[config.mk]
export PLATFORM = sky130hd
export DESIGN_NAME = picosoc_iomem_arbiter
export DESIGN_NICKNAME = d
export VERILOG_FILES = /design/src/rtl/picosoc_iomem_arbiter.sv
export SDC_FILE = /design/constraint.sdc
export NUM_CORES = 1
export LEC_CHECK = 0
export CORE_AREA = 4 4 119 121
export DETAILED_ROUTE_END_ITERATION = 12
export DIE_AREA = 0 0 123 125
export SKIP_LAST_GASP = 1
export SLEW_MARGIN = 15
export SYNTH_ARGS = -nofsm -noshare
export SYNTH_HDL_FRONTEND = slang
export SYNTH_SLANG_ARGS = --single-unit
[constraint.sdc]
create_clock -name clk -period 3 [get_ports clk]
set_input_delay 0.6 -clock clk [delete_from_list [all_inputs] [get_ports clk]]
set_output_delay 0.6 -clock clk [all_outputs]
set_load 0.02 [all_outputs]
[src/rtl/picosoc_iomem_arbiter.sv]
// Round-robin arbiter sharing one PicoSoC iomem slave port between two masters.
// A grant-cycle watchdog force-completes transactions the slave never acknowledges.
module picosoc_iomem_arbiter #(
  parameter int unsigned TIMEOUT_CYCLES = 1024,
  parameter logic [31:0] TIMEOUT_RDATA  = 32'hFFFF_FFFF
) (
  input  logic        clk,
  input  logic        resetn,
  input  logic        m0_valid,
  input  logic [3:0]  m0_wstrb,
  input  logic [31:0] m0_addr,
  input  logic [31:0] m0_wdata,
  output logic [31:0] m0_rdata,
  output logic        m0_ready,
  input  logic        m1_valid,
  input  logic [3:0]  m1_wstrb,
  input  logic [31:0] m1_addr,
  input  logic [31:0] m1_wdata,
  output logic [31:0] m1_rdata,
  output logic        m1_ready,
  output logic        s_valid,
  output logic [3:0]  s_wstrb,
  output logic [31:0] s_addr,
  output logic [31:0] s_wdata,
  input  logic [31:0] s_rdata,
  input  logic        s_ready,
  output logic        timeout_o
);

  localparam logic [1:0] IDLE = 2'd0;
  localparam logic [1:0] GNT0 = 2'd1;
  localparam logic [1:0] GNT1 = 2'd2;

  localparam bit          WD_EN   = (TIMEOUT_CYCLES != 0);
  localparam logic [15:0] WD_LAST = WD_EN ? 16'(TIMEOUT_CYCLES - 1) : 16'd0;

  logic [1:0]  state, state_next;
  logic        last, last_next;
  logic [15:0] wd_cnt;

  logic in_gnt, sel, cur_valid, wd_hit, done;

  assign in_gnt    = (state == GNT0) || (state == GNT1);
  assign sel       = (state == GNT1);
  assign cur_valid = sel ? m1_valid : m0_valid;
  // A slave acknowledge in the timeout cycle takes priority over the watchdog.
  assign wd_hit    = WD_EN && in_gnt && cur_valid && !s_ready && (wd_cnt == WD_LAST);
  assign done      = in_gnt && (s_ready || wd_hit || !cur_valid);

  always_comb begin
    state_next = state;
    last_next  = last;
    case (state)
      IDLE: begin
        if (m0_valid && m1_valid) state_next = last ? GNT0 : GNT1;
        else if (m0_valid)        state_next = GNT0;
        else if (m1_valid)        state_next = GNT1;
      end
      GNT0, GNT1: begin
        if (done) begin
          state_next = IDLE;
          last_next  = sel;
        end
      end
      default: state_next = IDLE;
    endcase
  end

  always_ff @(posedge clk or negedge resetn) begin
    if (!resetn) begin
      state <= IDLE;
      last  <= 1'b1;
    end else begin
      state <= state_next;
      last  <= last_next;
    end
  end

  // Counter saturates so a disabled watchdog can never wrap.
  always_ff @(posedge clk or negedge resetn) begin
    if (!resetn)
      wd_cnt <= '0;
    else if (!in_gnt)
      wd_cnt <= '0;
    else if (!s_ready && (wd_cnt != 16'hFFFF))
      wd_cnt <= wd_cnt + 16'd1;
  end

  always_comb begin
    s_valid   = 1'b0;
    s_wstrb   = '0;
    s_addr    = '0;
    s_wdata   = '0;
    m0_ready  = 1'b0;
    m0_rdata  = '0;
    m1_ready  = 1'b0;
    m1_rdata  = '0;
    timeout_o = wd_hit;
    if (in_gnt) begin
      s_valid = cur_valid && !wd_hit;
      s_wstrb = sel ? m1_wstrb : m0_wstrb;
      s_addr  = sel ? m1_addr  : m0_addr;
      s_wdata = sel ? m1_wdata : m0_wdata;
      if (sel) begin
        m1_ready = s_ready || wd_hit;
        m1_rdata = wd_hit ? TIMEOUT_RDATA : s_rdata;
      end else begin
        m0_ready = s_ready || wd_hit;
        m0_rdata = wd_hit ? TIMEOUT_RDATA : s_rdata;
      end
    end
  end

endmodule

==> insert_results.sql, run 1 <==
INSERT INTO impl_metrics (metric_group, metric, value, unit) VALUES
('power', 'clkPwrFrac', '5.8', '%'),
('outcome', 'violations', 'setup timing', ''),
('floorplanning', 'die_height', '125', 'um'),
('critical_path', 'reg2reg_depth', '9', ''),
('clock_tree', 'cts_max_path_buffers', '2', ''),
('power', 'vdd_ir_drop_max', '406', 'uV'),
('hold_path', 'worst_hold_startpoint', 'state[0]', ''),
('clock_tree', 'htree_levels', '1', ''),
('final_layout', 'post_route_cells_drive_above_1_share', '10.5', '%'),
('detailed_routing', 'met3RoutedLength', '1120', 'um'),
('timing', 'fin_crit', '3.06', 'ns'),
('run', 'max_cap_viols', '0', ''),
('grt', 'grt_pass1_vias', '3803', ''),
('placed_design', 'portBuffers', '308', ''),
('timing', 'worst_slew_margin_rel', '43.3', '%'),
('final_layout', 'final_core_utilization', '47.2', '%'),
('detailed_routing', 'met2_wirelength', '8070', 'um'),
('power', 'power.switching_fraction', '50.2', '%'),
('critical_path', 'setup.reg_to_reg.worst_slack', '0.87', 'ns'),
('final_layout', 'finalNetCount', '833', ''),
('grt', 'grt_overflow_total', '0', ''),
('clock_tree', 'numCtsBuffers', '3', ''),
('critical_path', 'worst_r2r_startpoint', 'state[0]', ''),
('critical_path', 'cp_max_fo', '24', ''),
('timing', 'least_setup_slack_across_all_paths_after_layout', '-0.0622', 'ns'),
('floorplanning', 'floorplan.initialDensity', '20.8', '%'),
('power', 'comb_power_share', '87.6', '%'),
('clock_tree', 'insertion_delay', '0.25', 'ns'),
('floorplanning', 'number_of_top_level_design_ports', '309', ''),
('floorplanning', 'die-width', '123', 'um'),
('yosys', 'yosysWarnings', '0', ''),
('grt', 'wire_length_of_the_first_global_routing_pass', '21600', 'um'),
('critical_path', 'start_kind', 'primary input', ''),
('outcome', 'status', 'finished, violations left', ''),
('yosys', 'synth.net_count', '532', ''),
('final_layout', 'inserted_diodes', '0', ''),
('yosys', 'syn-cell-area', '0.00272', 'mm^2'),
('yosys', 'synth_cell_type_count', '44', ''),
('detailed_routing', 'met1_length', '5520', 'um'),
('power', 'power.density', '773', 'mW/mm^2'),
('hold_path', 'worst_hold_path.num_cells', '1', ''),
('detailed_routing', 'post_drt_via_cell_ratio', '4.57', ''),
('final_layout', 'multi_input_comb_area', '0.00209', 'mm^2'),
('clock_tree', 'ctsRootBufferMaster', 'clkbuf_16', ''),
('detailed_routing', 'starting_drt_drc_count', '116', ''),
('clock_tree', 'cts_sinks', '19', ''),
('placed_design', 'detailed_place.area', '0.00606', 'mm^2'),
('timing', 'whs', '0.535', 'ns'),
('timing', 'setup-violations-final', '3', ''),
('power', 'leakagePower', '2.90', 'nW'),
('detailed_routing', 'drt-total-wl', '14800', 'um'),
('power', 'p_seq_share', '6.6', '%'),
('final_layout', 'area_growth_syn_to_layout', '127', '%'),
('yosys', 'number_of_enable_flip_flop_cells_after_synthesis', '0', ''),
('final_layout', 'post-route-cell-area', '0.00618', 'mm^2'),
('critical_path', 'worst_ep_required_time', '2.40', 'ns'),
('detailed_routing', 'detail-route-antenna-nets', '0', ''),
('critical_path', 'worst-endpoint-arrival', '2.46', 'ns'),
('yosys', 'synth_async_sr_flop_share', '100', '%'),
('placed_design', 'detailedPlacementHpwl', '12200', 'um'),
('yosys', 'syn-mean-instance-area', '7.63', 'um^2'),
('hold_path', 'whs_endpoint', 'state[0]', ''),
('timing', 'worst_pin_slew', '0.848', 'ns'),
('yosys', 'syn-instance-count', '356', ''),
('timing', 'setup_repair_after_global_routing_missed_its_margin', 'yes', ''),
('yosys', 'postSynthRegisterBits', '19', ''),
('power', 'internal_power', '2.38', 'mW'),
('floorplanning', 'rows', '42', ''),
('power', 'total_switching_power', '2.40', 'mW'),
('detailed_routing', 'drt_pass1_iterations', '5', ''),
('floorplanning', 'dieArea', '0.0154', 'mm^2');
==> state kept, by name, indices dropped and copies added (netlist names) <==
register	cells
last	1
state	2
wd_cnt	16
==> Yosys cell counts (2+ instances only) <==
master | number | area [um^2]
inv_1 | 4 | 15.0
nand2_1 | 13 | 48.8
nor2_1 | 81 | 304
buf_2 | 12 | 60.1
nor2_2 | 3 | 18.8
nand4_1 | 4 | 25.0
a21oi_1 | 5 | 25.0
mux2i_1 | 71 | 711
dfrtp_1 | 18 | 450
and3_1 | 3 | 18.8
ha_1 | 3 | 37.5
o21a_1 | 67 | 503
nand3_1 | 7 | 35.0
and2_1 | 2 | 12.5
or3_1 | 2 | 12.5
clkbuf_1 | 16 | 60.1
nor3_1 | 8 | 40.0
xor2_1 | 2 | 17.5
nand2b_1 | 2 | 12.5
xnor2_1 | 6 | 52.6
buf_4 | 4 | 30.0
==> kinds of logic (layout without fill, tap and decap cells) <==
family                   Yosys count  in the layout  synth area share, %
AO/OA/AOI/OAI                     80             80                 21.9
adder cells (fa/ha/maj)            3              3                 1.38
XOR/XNOR                           8              8                 2.58
flip-flops                        19             19                 17.5
multiplexers                      72             72                 26.7
buffers and inverters             37            337                 6.22
AND/OR/NAND/NOR                  137            137                 23.7
==> routing by layer <==
metal / global-route usage (%) / up-vias
met1: 19.3 / 1795
li1: - / 1854
met2: 33.8 / 141
met3: 5.28 / 12
met4: 1.89 / 0
met5: 0 / -
==> layout by cell type (no fill, tap or decap), types with 2 or more instances in the layout <==
cell | synthesis | layout
nand2b_1 | 2 | 2
nor2_1 | 81 | 80
nand3_1 | 7 | 7
nor2_2 | 3 | 3
nor3_1 | 8 | 8
xnor2_1 | 6 | 6
clkbuf_16 | 0 | 5
nand4_1 | 4 | 4
buf_6 | 0 | 4
dlymetal6s2s_1 | 0 | 30
mux2i_1 | 71 | 71
buf_12 | 0 | 5
buf_4 | 4 | 9
o21a_1 | 67 | 67
a21oi_1 | 5 | 5
or3_1 | 2 | 2
and2_1 | 2 | 2
xor2_1 | 2 | 2
clkdlybuf4s50_1 | 0 | 239
inv_1 | 4 | 4
nand2_1 | 13 | 13
clkbuf_2 | 0 | 28
dlygate4sd2_1 | 0 | 10
dfrtp_1 | 18 | 18
and3_1 | 3 | 3
==> stage by stage <==
stage | setup TNS [ns] | cells | setup slack, ns
3_3_place_gp | -8.38 | 823 | -0.218
3_5_place_dp | -11.24 | 823 | -0.243
6_report | -0.175 | 832 | -0.0622
5_1_grt | -0.334 | 832 | -0.116
2_1_floorplan | 0 | 356 | 0.631
4_1_cts | -4.76 | 827 | -0.173
==> power by group through the flow <==
| stage | combinational [mW] | sequential (mW) | clock (mW) |
|---|---|---|---|
| 6_report | 4.18 | 0.315 | 0.275 |
| 4_1_cts | 4.24 | 0.314 | 0.282 |
| 2_1_floorplan | 2.21 | 0.310 | 0 |
| 5_1_grt | 4.44 | 0.318 | 0.294 |
| 3_5_place_dp | 4.32 | 0.317 | 0 |
| 3_3_place_gp | 4.30 | 0.315 | 0 |
==> worst max-delay path, cell delays in order <==
cell             delay (ns)
clkdlybuf4s50_1        0.44
mux2_4                 0.29
nand3b_1               0.15
nor2_4                 0.06
buf_12                 0.13
buf_4                  0.13
clkbuf_16              0.18
o21a_1                 0.17
dlygate4sd2_1          0.32
==> cell type report <==
class | count | area share, %
Sequential cell | 19 | 7.72
Inverter | 5 | 0.304
Clock buffer | 3 | 1.22
Timing Repair Buffer | 328 | 53.2
Clock inverter | 1 | 0.0810
Tap cell | 176 | 3.57
Multi-Input combinational cell | 300 | 33.9
==> worst max-delay path by stage <==
stage          startpoint      endpoint  slack (ns)  cells after the start
2_1_floorplan    state[0]  m0_rdata[10]        0.63                      7
3_3_place_gp     m0_valid   m0_rdata[0]       -0.22                      7
3_5_place_dp     m0_valid   m1_rdata[7]       -0.24                      7
4_1_cts          m0_valid  m1_rdata[11]       -0.17                      7
5_1_grt          m0_valid  m0_rdata[14]       -0.12                      9
6_report         m0_valid  m0_rdata[14]       -0.06                      9
==> repair_timing <==
item | 4_1_cts | 5_1_grt
setup buffers | 0 | 3
cloned | 0 | 2
pin swaps | 0 | 1
setup endpoints to repair | 72 | 82
gates resized for setup | 40 | 90
Note: power is estimated with default switching activity, not from simulation.
==> run 2, diff against run 1 <==
CAP_MARGIN = 20   (was unset)
MAX_ROUTING_LAYER = met4   (was unset)
==> insert_results.sql, run 2 (synthesized netlist as in run 1, its figures left out) <==
INSERT INTO impl_metrics (metric_group, metric, value, unit) VALUES
('grt', 'grt_pass1_vias', '3777', ''),
('placed_design', 'detailed_place.area', '0.00607', 'mm^2'),
('final_layout', 'top_regs', 'wd_cnt x16, state x2, last x1', ''),
('grt', 'grt_max_degree', '37', ''),
('power', 'comb_power_share', '87.4', '%'),
('final_layout', 'most-common-layout-cells', '220 x clkdlybuf4s50_1, 80 x nor2_1, 71 x mux2i_1', ''),
('timing', 'least_setup_slack_across_all_paths_after_layout', '0.121', 'ns'),
('critical_path', 'cp_max_fo', '34', ''),
('detailed_routing', 'drt_pass1_iterations', '4', ''),
('final_layout', 'final_cells', '831', ''),
('placed_design', 'portBuffers', '308', ''),
('floorplanning', 'die_height', '125', 'um'),
('hold_path', 'hold_class', 'register to register', ''),
('final_layout', 'inserted_diodes', '0', ''),
('final_layout', 'layout.cells.most_common', 'clkdlybuf4s50_1', ''),
('timing', 'worst_slew_margin_rel', '43.1', '%'),
('critical_path', 'critPathCaptureType', 'output pin', ''),
('critical_path', 'worst-endpoint-arrival', '2.28', 'ns'),
('detailed_routing', 'avgRoutedWirePerCell', '17.4', 'um'),
('placed_design', 'gpl.final_weighted_congestion', '0.923', ''),
('clock_tree', 'clk_pin_slew', '0.06', 'ns'),
('final_layout', 'post_route_cells_drive_above_1_share', '11.1', '%'),
('outcome', 'status', 'finished clean', ''),
('power', 'clkPwrFrac', '5.9', '%'),
('placed_design', 'detailedPlacementHpwl', '12000', 'um'),
('timing', 'fin_crit', '2.88', 'ns'),
('detailed_routing', 'detail-route-antenna-nets', '0', ''),
('grt', 'tot_gr_track_use', '18.0', '%'),
('detailed_routing', 'starting_drt_drc_count', '73', ''),
('power', 'vdd_ir_drop_max', '461', 'uV'),
('timing', 'timing_hold_violations_final', '0', ''),
('detailed_routing', 'drcViolationCount', '0', ''),
('timing', 'maxSlewViolCount', '0', ''),
('placed_design', 'post-place-ws', '-0.209', 'ns'),
('run', 'max_cap_viols', '0', ''),
('power', 'power.density', '774', 'mW/mm^2'),
('timing', 'final_skew', '0.00409', 'ns'),
('floorplanning', 'design.core.area', '0.0131', 'mm^2'),
('clock_tree', 'htree_levels', '1', ''),
('critical_path', 'worst_ep_required_time', '2.40', 'ns'),
('detailed_routing', 'route.vias.total', '3687', ''),
('critical_path', 'type_of_the_worst_setup_path', 'primary input to output pin', ''),
('floorplanning', 'number_of_top_level_design_ports', '309', ''),
('floorplanning', 'rows', '42', ''),
('final_layout', 'final_core_utilization', '46.4', '%'),
('timing', 'final_min_period_over_clock_period', '96.0', '%'),
('clock_tree', 'cts_max_path_buffers', '2', ''),
('power', 'total_switching_power', '2.39', 'mW'),
('clock_tree', 'cts_sinks', '19', ''),
('grt', 'wire_length_of_the_first_global_routing_pass', '21400', 'um'),
('final_layout', 'post-route-cell-area', '0.00607', 'mm^2'),
('placed_design', 'cells_after_dpl', '824', ''),
('power', 'p_seq_share', '6.7', '%'),
('floorplanning', 'dieArea', '0.0154', 'mm^2'),
('power', 'power.switching_fraction', '50.9', '%'),
('detailed_routing', 'post_drt_via_cell_ratio', '4.44', ''),
('timing', 'setup_repair_after_global_routing_missed_its_margin', 'no', ''),
('power', 'leakagePower', '2.79', 'nW'),
('clock_tree', 'insertion_delay', '0.25', 'ns'),
('timing', 'setup-violations-final', '0', ''),
('grt', 'antenna_found_initial', '0', ''),
('detailed_routing', 'drt-total-wl', '14500', 'um'),
('power', 'internal_power', '2.31', 'mW'),
('grt', 'grt_overflow_total', '0', ''),
('final_layout', 'area_growth_syn_to_layout', '123', '%'),
('clock_tree', 'numCtsBuffers', '3', ''),
('floorplanning', 'die-width', '123', 'um'),
('timing', 'worst_pin_slew', '0.852', 'ns'),
('floorplanning', 'floorplan.initialDensity', '20.8', '%'),
('critical_path', 'start_kind', 'primary input', ''),
('clock_tree', 'tritoncts', 'built', ''),
('final_layout', 'finalNetCount', '832', ''),
('final_layout', 'biggest_register', 'wd_cnt', ''),
('clock_tree', 'hold_buffers_post_cts', '0', ''),
('clock_tree', 'ctsRootBufferMaster', 'clkbuf_16', ''),
('timing', 'timing.fmax', '347', 'MHz'),
('final_layout', 'largest_reg_flops', '16', '');
-- run 2: changes by cell type in the layout (fill, tap and decap cells not counted), sizes merged --
cell and change:
buf -1, dlymetal6s2s -11, clkbuf +5, clkdlybuf4s50 -19
dlygate4sd2 +24, bufbuf +1
-- run 2: stage by stage --
stage	power [mW]	hold WS (ns)	setup TNS [ns]
global route	4.99	0.561	0
global placement	4.59	0.502	-7.90
floorplan	2.52	0.304	0
detailed placement	4.62	0.505	-9.70
CTS	4.78	0.522	-0.472
finish	4.70	0.517	0
-- run 2: per-layer routing --
metal / track usage (%) / vias up / routed length [um]
met5: - / - / 0
met4: 1.50 / 0 / 110
met3: 4.43 / 8 / 1070
met2: 33.3 / 153 / 7810
met1: 20.2 / 1671 / 5480
li1: - / 1855 / -
-- run 2: layout make-up --
type                       instances  area [um^2]
clock inverter                     1         5.00
inverter                           5         18.8
fill                            1288         7020
sequential                        19          477
clock buffer                       3         75.1
multi-input combinational        300         2090
tap                              176          220
timing repair buffer             327         3180
-- run 2: repair_timing --
action,in CTS,in global routing
endpoints found under the setup margin,74,58
gates cloned,1,1
resized for setup,70,88
buffers inserted,1,0
endpoints found under the hold margin,0,0
-- run 2: worst max-delay path, cell delays in order --
cell	delay (ns)
clkdlybuf4s50_1	0.49
mux2_4	0.16
nand3b_1	0.13
nor2_4	0.19
buf_4	0.15
buf_12	0.17
o21a_1	0.19
clkbuf_2	0.19
-- run 2: final timing paths --
| check | start | endpoint | slack, ns | depth (start not counted) |
|---|---|---|---|---|
| min | state[0] | state[0] | 0.52 | 1 |
| max in group asynchronous | resetn | wd_cnt[11] | 1.64 | 1 |
| min in group asynchronous | resetn | wd_cnt[13] | 0.83 | 1 |
| min reg2reg | state[0] | state[0] | 0.52 | 1 |
| max | m0_valid | m0_rdata[0] | 0.12 | 8 |
| max reg2reg | state[0] | last | 0.98 | 8 |
-- run 2: power by group through the flow --
stage / Clock [mW] / Sequential (mW) / Combinational [mW]
finish: 0.278 / 0.315 / 4.11
floorplan: 0 / 0.310 / 2.21
detailed placement: 0 / 0.317 / 4.30
global route: 0.298 / 0.318 / 4.37
global placement: 0 / 0.316 / 4.27
CTS: 0.287 / 0.314 / 4.18
==> run 3, diff against run 2 <==
PLACE_DENSITY = 0.66   (was unset)
clock period = 2.35 ns   (was 3 ns; I/O delays follow)
==> insert_results.sql, run 3 (synthesized netlist as in run 1, its figures left out) <==
INSERT INTO impl_metrics (metric_group, metric, value, unit) VALUES
('detailed_routing', 'avgRoutedWirePerCell', '17.8', 'um'),
('placed_design', 'gpl.final_weighted_congestion', '0.839', ''),
('floorplanning', 'dieArea', '0.0154', 'mm^2'),
('floorplanning', 'die-width', '123', 'um'),
('power', 'power.density', '1020', 'mW/mm^2'),
('grt', 'grt_max_degree', '35', ''),
('detailed_routing', 'detail-route-antenna-nets', '0', ''),
('critical_path', 'crit_family', 'buffers and inverters', ''),
('timing', 'worst_pin_slew', '0.409', 'ns'),
('final_layout', 'inserted_diodes', '0', ''),
('final_layout', 'multi_input_comb_area', '0.00213', 'mm^2'),
('detailed_routing', 'drcViolationCount', '0', ''),
('placed_design', 'detailedPlacementHpwl', '11800', 'um'),
('power', 'p_seq_share', '6.0', '%'),
('power', 'total_switching_power', '3.30', 'mW'),
('timing', 'timing.fmax', '402', 'MHz'),
('timing', 'whs', '0.562', 'ns'),
('final_layout', 'post_route_cells_drive_above_1_share', '31.6', '%'),
('clock_tree', 'htree_levels', '1', ''),
('critical_path', 'critPathCaptureType', 'output pin', ''),
('critical_path', 'crit_start', 'state[0]', ''),
('grt', 'grt_pass1_vias', '4134', ''),
('final_layout', 'top_regs', 'wd_cnt x16, state x2, last x1', ''),
('clock_tree', 'tritoncts', 'built', ''),
('power', 'total_power_of_the_final_layout', '6.55', 'mW'),
('power', 'internal_power', '3.25', 'mW'),
('timing', 'timing_hold_violations_final', '0', ''),
('timing', 'worst_slew_margin_rel', '72.5', '%'),
('critical_path', 'type_of_the_worst_setup_path', 'register to output pin', ''),
('final_layout', 'largest_reg_flops', '16', ''),
('outcome', 'violations', 'setup timing', ''),
('final_layout', 'n_fill_cell', '1251', ''),
('clock_tree', 'cts_max_path_buffers', '2', ''),
('final_layout', 'seq_area', '477', 'um^2'),
('floorplanning', 'design.core.area', '0.0131', 'mm^2'),
('detailed_routing', 'drt-total-wl', '15600', 'um'),
('power', 'comb_power_share', '88.7', '%'),
('critical_path', 'worst-path-buf-inv', '4', ''),
('floorplanning', 'floorplan.initialDensity', '20.8', '%'),
('timing', 'maxSlewViolCount', '0', ''),
('critical_path', 'cp_max_fo', '18', ''),
('clock_tree', 'ctsRootBufferMaster', 'clkbuf_16', ''),
('timing', 'totalNegativeSetupSlack', '-6.37', 'ns'),
('detailed_routing', 'route.vias.total', '3954', ''),
('critical_path', 'worst-endpoint-arrival', '2.02', 'ns'),
('grt', 'wire_length_of_the_first_global_routing_pass', '22700', 'um'),
('critical_path', 'worst_r2r_startpoint', 'wd_cnt[0]', ''),
('power', 'vdd_ir_drop_max', '474', 'uV'),
('power', 'power.switching_fraction', '50.4', '%'),
('grt', 'grt_overflow_total', '0', ''),
('final_layout', 'most-common-layout-cells', '170 x clkdlybuf4s50_1, 80 x nor2_1, 70 x buf_4', ''),
('final_layout', 'biggest_register', 'wd_cnt', ''),
('critical_path', 'slowest_stage_cell_crit_path', 'dfrtp_1', ''),
('detailed_routing', 'post_drt_via_cell_ratio', '4.53', ''),
('grt', 'tot_gr_track_use', '19.1', '%'),
('critical_path', 'timing.critical_path.cells', 'inv_2 > ha_4 > mux2_4 > nand3b_1 > nor2_4 > buf_6 > buf_12 > o21a_1 > buf_6', ''),
('timing', 'fin_crit', '2.49', 'ns'),
('final_layout', 'layout.cells.most_common', 'clkdlybuf4s50_1', ''),
('critical_path', 'worst_ep_required_time', '1.88', 'ns'),
('clock_tree', 'insertion_delay', '0.25', 'ns'),
('clock_tree', 'hold_buffers_post_cts', '0', ''),
('clock_tree', 'clk_pin_slew', '0.05', 'ns'),
('floorplanning', 'rows', '42', ''),
('timing', 'setup-violations-final', '59', ''),
('power', 'clkPwrFrac', '5.3', '%'),
('final_layout', 'finalNetCount', '873', ''),
('placed_design', 'portBuffers', '308', ''),
('detailed_routing', 'drt_pass1_iterations', '4', ''),
('grt', 'antenna_found_initial', '0', ''),
('final_layout', 'post-route-cell-area', '0.00643', 'mm^2'),
('timing', 'least_setup_slack_across_all_paths_after_layout', '-0.138', 'ns'),
('clock_tree', 'numCtsBuffers', '3', ''),
('final_layout', 'final_core_utilization', '49.2', '%'),
('run', 'max_cap_viols', '0', ''),
('final_layout', 'area_growth_syn_to_layout', '137', '%'),
('clock_tree', 'cts_sinks', '19', ''),
('hold_path', 'hold_class', 'primary input to asynchronous set/reset pin', ''),
('timing', 'final_min_period_over_clock_period', '106', '%'),
('detailed_routing', 'starting_drt_drc_count', '100', ''),
('outcome', 'status', 'finished, violations left', ''),
('timing', 'setup_repair_after_global_routing_missed_its_margin', 'yes', ''),
('floorplanning', 'number_of_top_level_design_ports', '309', ''),
('critical_path', 'crit_path_max_incr_delay', '0.39', 'ns'),
('timing', 'final_skew', '0.00351', 'ns'),
('critical_path', 'setup.reg_to_reg.worst_slack', '0.43', 'ns'),
('placed_design', 'detailed_place.area', '0.00623', 'mm^2'),
('power', 'leakagePower', '2.81', 'nW'),
('critical_path', 'start_kind', 'register', ''),
('floorplanning', 'die_height', '125', 'um'),
('critical_path', 'path_common_cell', 'buf_6', '');
run 3: cell count changes in the layout (fill, tap and decap cells not counted), moves of 15 or more:
cell / before / now
buf_4: 12 / 70
dlygate4sd2_1: 34 / 2
clkbuf_2: 34 / 52
clkdlybuf4s15_2: 0 / 15
buf_6: 1 / 30
clkdlybuf4s50_1: 220 / 170
dlymetal6s2s_1: 19 / 0
run 3: per-stage QoR:
stage,setup WS [ns],instances
2_1_floorplan,0.111,356
3_3_place_gp,-0.641,845
3_5_place_dp,-0.633,845
4_1_cts,-0.126,859
5_1_grt,-0.235,872
6_report,-0.138,872
run 3: layout make-up:
cell class	count	share of cell area [%]
Inverter	5	0.408
Multi-Input combinational cell	300	33.0
Sequential cell	19	7.41
Clock buffer	4	1.22
Timing Repair Buffer	368	54.5
Tap cell	176	3.42
run 3: path summary, 6_finish.rpt:
| kind | end | depth (start not counted) |
|---|---|---|
| setup / recovery | m1_rdata[7] | 9 |
| hold / removal | wd_cnt[1] | 2 |
| setup reg to reg | wd_cnt[7] | 7 |
| hold reg to reg | state[0] | 2 |
| max in group asynchronous | last | 2 |
| min in group clk | state[0] | 2 |
run 3: what timing repair did:
action                                  in CTS  in global routing
pin swaps                                    6                  4
setup buffers                                4                 10
cloned                                       7                  3
endpoints found under the setup margin     130                135
gates resized for setup                    437                124
run 3: worst register-to-register path, cell delays in order (launching register included):
cell and delay [ns]:
dfrtp_1 0.38, ha_2 0.20, buf_4 0.13, nand4_1 0.18, nor4_4 0.10, or2_1 0.27, or4_1 0.40, a21oi_1 0.17
run 3: power groups by stage:
stage | Clock, mW | Combinational (mW) | Sequential, mW
floorplan | 0 | 2.82 | 0.395
global placement | 0 | 5.44 | 0.394
detailed placement | 0 | 5.49 | 0.395
CTS | 0.357 | 5.68 | 0.392
global route | 0.378 | 6.16 | 0.397
finish | 0.350 | 5.81 | 0.392
run 3: per-layer routing:
layer / track usage [%] / share of wire [%] / routed length, um / vias up
met3: 3.03 / 6.1 / 950 / 18
met4: 2.35 / 1.2 / 184 / 0
li1: - / - / - / 1941
met2: 35.2 / 53 / 8220 / 160
met1: 22.3 / 40 / 6200 / 1835
met5: - / 0 / 0 / -
